[src/rtl/alu_operand_issue.sv]
// Operand fetch / issue stage ahead of the ALU: register file, pending-write scoreboard,
// writeback bypass and a 1-entry output register. R-type fields: rd=[11:7], rs1=[19:15], rs2=[24:20].
module alu_operand_issue #(
   parameter int XLEN  = 32,
   parameter int NREGS = 32
) (
   input  logic                     clk,
   input  logic                     rst_n,
   input  logic                     in_valid,
   output logic                     in_ready,
   input  logic [31:0]              in_instr,
   input  logic                     wb_valid,
   input  logic [$clog2(NREGS)-1:0] wb_rd,
   input  logic [XLEN-1:0]          wb_data,
   output logic                     out_valid,
   input  logic                     out_ready,
   output logic [31:0]              out_instr,
   output logic [XLEN-1:0]          out_rs1_val,
   output logic [XLEN-1:0]          out_rs2_val,
   output logic [$clog2(NREGS)-1:0] out_rd
);
   localparam int IW = $clog2(NREGS);

   logic [IW-1:0]    rs1, rs2, rd;
   logic [XLEN-1:0]  regs_q [NREGS];
   logic [NREGS-1:0] pending_q, pending_d, clr, busy;
   logic             hazard, accept;
   logic [XLEN-1:0]  rs1_val, rs2_val;

   logic             out_valid_q, out_valid_d;
   logic [31:0]      out_instr_q, out_instr_d;
   logic [XLEN-1:0]  out_rs1_q, out_rs1_d;
   logic [XLEN-1:0]  out_rs2_q, out_rs2_d;
   logic [IW-1:0]    out_rd_q, out_rd_d;

   assign rd  = in_instr[7 +: IW];
   assign rs1 = in_instr[15 +: IW];
   assign rs2 = in_instr[20 +: IW];

   // A writeback landing this edge releases its register, so it never stalls issue.
   always_comb begin
      clr = '0;
      if (wb_valid && wb_rd != '0) clr[wb_rd] = 1'b1;
   end

   assign busy     = pending_q & ~clr;
   assign hazard   = busy[rs1] | busy[rs2] | busy[rd];
   assign in_ready = (!out_valid_q || out_ready) && !hazard;
   assign accept   = in_valid && in_ready;

   always_comb begin
      rs1_val = '0;
      rs2_val = '0;
      if (rs1 != '0) rs1_val = clr[rs1] ? wb_data : regs_q[rs1];
      if (rs2 != '0) rs2_val = clr[rs2] ? wb_data : regs_q[rs2];
   end

   // Setting on accept is applied after the clear so a same-edge set wins.
   always_comb begin
      pending_d = pending_q & ~clr;
      if (accept && rd != '0) pending_d[rd] = 1'b1;
   end

   always_comb begin
      out_valid_d = out_valid_q;
      out_instr_d = out_instr_q;
      out_rs1_d   = out_rs1_q;
      out_rs2_d   = out_rs2_q;
      out_rd_d    = out_rd_q;
      if (accept) begin
         out_valid_d = 1'b1;
         out_instr_d = in_instr;
         out_rs1_d   = rs1_val;
         out_rs2_d   = rs2_val;
         out_rd_d    = rd;
      end else if (out_ready) begin
         out_valid_d = 1'b0;
      end
   end

   always_ff @(posedge clk or negedge rst_n) begin
      if (!rst_n) begin
         for (int i = 0; i < NREGS; i++) regs_q[i] <= '0;
      end else if (wb_valid && wb_rd != '0) begin
         regs_q[wb_rd] <= wb_data;
      end
   end

   always_ff @(posedge clk or negedge rst_n) begin
      if (!rst_n) begin
         pending_q   <= '0;
         out_valid_q <= 1'b0;
         out_instr_q <= '0;
         out_rs1_q   <= '0;
         out_rs2_q   <= '0;
         out_rd_q    <= '0;
      end else begin
         pending_q   <= pending_d;
         out_valid_q <= out_valid_d;
         out_instr_q <= out_instr_d;
         out_rs1_q   <= out_rs1_d;
         out_rs2_q   <= out_rs2_d;
         out_rd_q    <= out_rd_d;
      end
   end

   assign out_valid   = out_valid_q;
   assign out_instr   = out_instr_q;
   assign out_rs1_val = out_rs1_q;
   assign out_rs2_val = out_rs2_q;
   assign out_rd      = out_rd_q;

endmodule

[config.mk]
export PLATFORM = sky130hd
export DESIGN_NAME = alu_operand_issue
export DESIGN_NICKNAME = d
export VERILOG_FILES = /design/src/rtl/alu_operand_issue.sv
export SDC_FILE = /design/constraint.sdc
export NUM_CORES = 2
export LEC_CHECK = 0
export CAP_MARGIN = 20
export CORE_MARGIN = 2
export CORE_UTILIZATION = 50
export CTS_BUF_LIST = sky130_fd_sc_hd__clkbuf_4 sky130_fd_sc_hd__clkbuf_8 sky130_fd_sc_hd__clkbuf_16
export CTS_CLUSTER_DIAMETER = 30
export CTS_CLUSTER_SIZE = 40
export DETAILED_ROUTE_END_ITERATION = 6
export DONT_BUFFER_PORTS = 1
export GPL_ROUTABILITY_DRIVEN = 0
export MAX_ROUTING_LAYER = met4
export PLACE_DENSITY_LB_ADDON = 0.25
export RECOVER_POWER = 100
export SLEW_MARGIN = 20
export SYNTH_ARGS = -nofsm -noshare
export SYNTH_HDL_FRONTEND = slang
export SYNTH_SLANG_ARGS = --single-unit
[constraint.sdc]
create_clock -name clk -period 3.13 [get_ports clk]
set_clock_uncertainty 0.1 [all_clocks]
set_input_delay 0.626 -clock clk [delete_from_list [all_inputs] [get_ports clk]]
set_output_delay 0.626 -clock clk [all_outputs]
set_load 0.05 [all_outputs]
# Word level (Yosys, flattened, before mapping)

Index checks and enable logic that the tools add are counted.

Flip-flop bits (word level): 1158
Logic and storage cells: 102
Output and inout port bits: 103
Input bits: 74

Mux-type cells: 31
Reductions and logical operators: 15
Bitwise operators: 8
Magnitude comparators: 10

Operators by type and width:

| kind               | number |
|---|---|
| $bwmux 1024        | 1 |
| $mux 32            | 11 |
| $bmux 32 s5        | 2 |
| $demux 32 s5       | 1 |
| $and 32x32->32     | 1 |
| $not 32->32        | 1 |
| $or 32x32->32      | 1 |
| $bmux 1 s5         | 5 |
| $lt 5x6->1 const B | 4 |
| $reduce_bool 5->1  | 4 |
| $ge 6x6->1 const B | 3 |
| $not 5->6          | 3 |
| $demux 1 s5        | 2 |
| $ge 5x1->1 const B | 2 |
| $mux 1             | 9 |
| $logic_and 1x1->1  | 7 |
| $lt 6x1->1 const B | 1 |
| $logic_not 1->1    | 2 |
| $or 1x1->1         | 2 |
| $reduce_bool 2->1  | 1 |
| $logic_or 1x1->1   | 1 |

# Longest topological paths before layout

Depth after elaboration: 16
Mapped depth: 13
Depth with buffers taken out: 8

# Least setup slack after synthesis

Ideal clock, no wire load.

Kind: input -> output
From: in wb_rd[2]
To: out in_ready
Cell stages on the path: 9
Required time: 2.404 ns
Data arrival time: 3.009 ns
Slack: -0.605 ns
Path buffers: 1
Cell sequence: buf_2 -> or4b_1 -> o21ai_1 -> mux2i_1 -> o31a_1 -> a311o_1 -> nand3_1 -> nand2_1 -> nor2_1

Word-level cells in the longest chain between the ends: 13
Elaborated cells on any way between the ends: 20
Classes of those cells: order compare: 2; mux: 9; bitwise: 4; reduce/logical: 5

RTL lines:

| what                                                           | line | source |
|---|---|---|
| start: declaration                                             | 13   | `input logic [$clog2(NREGS)-1:0] wb_rd,` |
| $lt 5x6->1 (not written as such) or $ge 5x1->1 (tied branches) | 43   | `if (wb_valid && wb_rd != '0) clr[wb_rd] = 1'b1;` |
| $logic_and 1x1->1 (not written as such)                        | 43   |  |
| $mux 1 (not written as such)                                   | 43   |  |
| $demux 1 s5                                                    | 43   |  |
| $mux 32 (*)                                                    | 43   |  |
| $not 32->32 (*)                                                | 46   | `assign busy = pending_q & ~clr;` |
| $and 32x32->32 (*)                                             | 46   |  |
| $bmux 1 s5                                                     | 47   | `assign hazard = busy[rs1] \| busy[rs2] \| busy[rd];` |
| $mux 1 (not written as such)                                   | 47   |  |
| $or 1x1->1                                                     | 47   |  |
| $or 1x1->1 (*)                                                 | 47   |  |
| $logic_not 1->1 (*)                                            | 48   | `assign in_ready = (!out_valid_q \|\| out_ready) && !hazard;` |
| $logic_and 1x1->1 (*)                                          | 48   |  |
| end: declaration                                               | 10   | `output logic in_ready,` |

Every way passes the cells marked *; elsewhere a longest branch is shown, timed or not. The select of a mux whose other input is x is not followed.

# Final worst setup path

From: reg pending_q[31]
To: out in_ready

Word-level cells in the longest chain between the ends: 7
Elaborated cells on any way between the ends: 11
Classes of those cells: mux: 6; bitwise: 3; reduce/logical: 2

RTL lines:

| what                         | line | source |
|---|---|---|
| start: declaration           | 26   | `logic [NREGS-1:0] pending_q, pending_d, clr, busy;` |
| start signal: assignment     | 98   | `pending_q <= pending_d;` |
| $and 32x32->32 (*)           | 46   |  |
| $bmux 1 s5                   | 47   |  |
| $mux 1 (not written as such) | 47   |  |
| $or 1x1->1                   | 47   |  |
| $or 1x1->1 (*)               | 47   |  |
| $logic_not 1->1 (*)          | 48   |  |
| $logic_and 1x1->1 (*)        | 48   |  |

Marked as above.

==> metrics.cfg <==
[timing]
min_period_ps = 3240
slew_headroom_pct = -45.5
tightestPinTransition_ps = 2180
finalSetupViolCount = 1
fmax_ghz = 0.309
post-route-period-util_pct = 103
worst_hold_slack_ps = -201
slew_violations = 342
rsz0062_at_grt = true
hold_violations = 229
layout_setup_ws_ps = -108

[routing]
via_per_inst = 6.54
dr_total_vias = 38300
wl_um = 179000
drtAntennaViolNets = 0
dr.first_iter.drc_count = 3386
drc = 0
avgRoutedWirePerCell_um = 30.5
dr.pass1.iters = 5

[clocking]
ctsHoldBuffers = 88
cts.sinks = 1153
clk_latency_ps = 880
clk_pin_slew_worst_paths_ps = 40
tritoncts = built
h-tree-depth = 5
numCtsBuffers = 290
root_buffer = clkbuf_16
cts_buffer_depth = 4

[logic_synthesis]
synth-seq-area-share_pct = 47.5
syn_nets = 4018
ys_warn_count = 0
syn_avg_cell_area_um2 = 15.4
synth_flop_cell = dfrtp_1
synthArstFlopShare_pct = 100
synth-edff-count = 0
synth-seq-cells = 1153
syn_area_um2 = 60800
yosysUniqueCellTypes = 66
postSynthCellCount = 3944

[placement]
pre_cts_ws_ps = -225
dp_hpwl_um = 85700
io_buffer_count = 0
post_dp_cell_area_um2 = 62800

[setup_path]
cp-endpoint = in_ready
cpPeakStageDelay_ps = 480
path_cells = o21ai_2, mux4_2, or2_1, o2111ai_2, nand3_2, nand2_2, nor2_4, buf_12
worstReg2RegEnd = out_instr[11]
crit_required_ps = 2400
ff2ff_path_depth = 11
cp-startpoint = pending_q[31]
path_max_fanout = 3
reg2reg_setup_slack_ps = 130
cp.arrival_ps = 2510
worst_path_max_delay_cell = mux4_2
end_kind = primary output
cp-start-kind = register
path_class = register to primary output
rr_startpoint = pending_q[31]

[floorplanning]
die_h_um = 353
coreArea_um2 = 120000
num_rows = 127
die_x_um = 353
die_area_um2 = 124000
initial_core_util_pct = 50.5
ios = 177

[run]
cap_violations = 12

[final_layout]
utilization_pct = 61.1
nFillCells = 8799
stdcell_area_um2 = 73500
drive_above_1_share_pct = 55.3
layout_commonest_cell = dfrtp_1
layout.nets = 4112
syn_to_final_growth_pct = 21.0
final_cell_mix = 1153 x dfrtp_1, 966 x mux2_2, 646 x mux4_2, 299 x clkbuf_16, 218 x nand2_1

[power_and_ir_drop]
p_per_area_nw_per_um2 = 831
leakage_nw = 31.7
peakVddDrop_mv = 0.723

[grt]
grt_pass1_wl_um = 268000
grt.overflow.total = 0
grt_pass1_vias = 40700
grt_max_degree = 1154
antenna_found_initial = 6
grt_use_total_pct = 29.9

[outcome]
status = finished with violations
violations = negative hold slack, max-capacitance violations, max-slew violations, negative setup slack

[worst_hold_path]
hold_path.class = input port to asynchronous set/reset pin

-- worst max-delay path, delay by kind of cell (launching register included) --
kind,cells,cell delay (ps)
and+or+nand+nor,4,530
muxes,1,480
AOI/OAI and AO/OA,2,170
buffers and inverters,1,140
DFF,1,330
-- worst min path at each step --
stage | start | end | slack (ps)
after floorplan | rst_n | out_instr[0] | 230
after global placement | regs_q[1003] | regs_q[1003] | 280
after detailed placement | regs_q[997] | regs_q[997] | 280
after CTS | rst_n | out_instr[6] | -610
after global routing | rst_n | pending_q[30] | -100
final | rst_n | pending_q[30] | -200
-- kinds of logic (layout without fill, tap and decap cells) --
group,count (synthesis),in the layout,share of synthesized area (%)
other cells,0,5,0
xor+xnor,8,8,0.115
buf+inv,452,753,3.00
mux,1776,1776,44.7
flops,1153,1153,47.5
simple gates,408,408,3.05
compound gates,147,147,1.61
-- metal layers --
layer | GRT usage [%] | vias to the layer above | share of wire [%]
li1 | - | 15400 | -
met1 | 40.0 | 20900 | 42
met4 | 10.8 | 0 | 3.3
met2 | 45.7 | 1557 | 48
met5 | - | - | 0
met3 | 6.02 | 426 | 7.1
-- cell usage after synthesis, drive strengths merged (6+ instances only) --
library cell,n,area share (%)
nand2,226,1.4
mux2i,72,1.2
nor2,98,0.61
dfrtp,1153,47
nor2b,8,0.082
o22ai,7,0.072
buf,131,1.0
or2,6,0.062
inv,7,0.043
a211oi,37,0.47
nand3,18,0.17
o21ai,55,0.45
nand2b,8,0.082
mux2,1058,20
nor3,8,0.066
mux4,646,24
clkbuf,313,1.9
nand4,6,0.072
o31ai,11,0.14
-- power breakdown --
group | switching (mW) | internal, mW
Sequential | 4.45 | 18.1
Clock | 8.98 | 21.0
Combinational | 2.83 | 5.67
Total | 16.3 | 44.8
-- sequential cells by signal, summed over array words and instances (netlist names) --
| register | flops |
|---|---|
| regs_q | 1024 |
| out_rd | 4 |
| pending_q | 32 |
| out_rs1_val | 32 |
| out_valid | 1 |
| out_instr | 28 |
| out_rs2_val | 32 |
-- through the flow --
step	TNS [ps]	hold slack (ps)	cells	total power, mW
2_1_floorplan	-3990	230	3944	28.9
6_report	-108	-201	5862	61.1
5_1_grt	-222	-96.6	5862	63.2
3_3_place_gp	-12820	276	5258	30.1
3_5_place_dp	-14570	283	5258	30.5
4_1_cts	-150	-607	5847	61.1
-- what timing repair did --
item / 4_1_cts / 5_1_grt
setup buffers: 2 / 3
endpoints found under the hold margin: 2235 / 176
pin swaps: 7 / 4
gates resized for setup: 15 / 10
cloned: 0 / 2
setup endpoints to repair: 1 / 434
-- layout make-up --
| cell class | count | area, um^2 | share of cell area [%] |
|---|---|---|---|
| Inverter | 8 | 36.3 | 0.0494 |
| Timing Repair Buffer | 246 | 2290 | 3.12 |
| Clock buffer | 369 | 8210 | 11.2 |
| Antenna cell | 5 | 12.5 | 0.0170 |
| Sequential cell | 1153 | 28900 | 39.3 |
| Tap cell | 1612 | 2020 | 2.74 |
| Clock inverter | 130 | 1640 | 2.23 |
| Multi-Input combinational cell | 2339 | 30400 | 41.4 |
(Power assumes the default switching activity.)
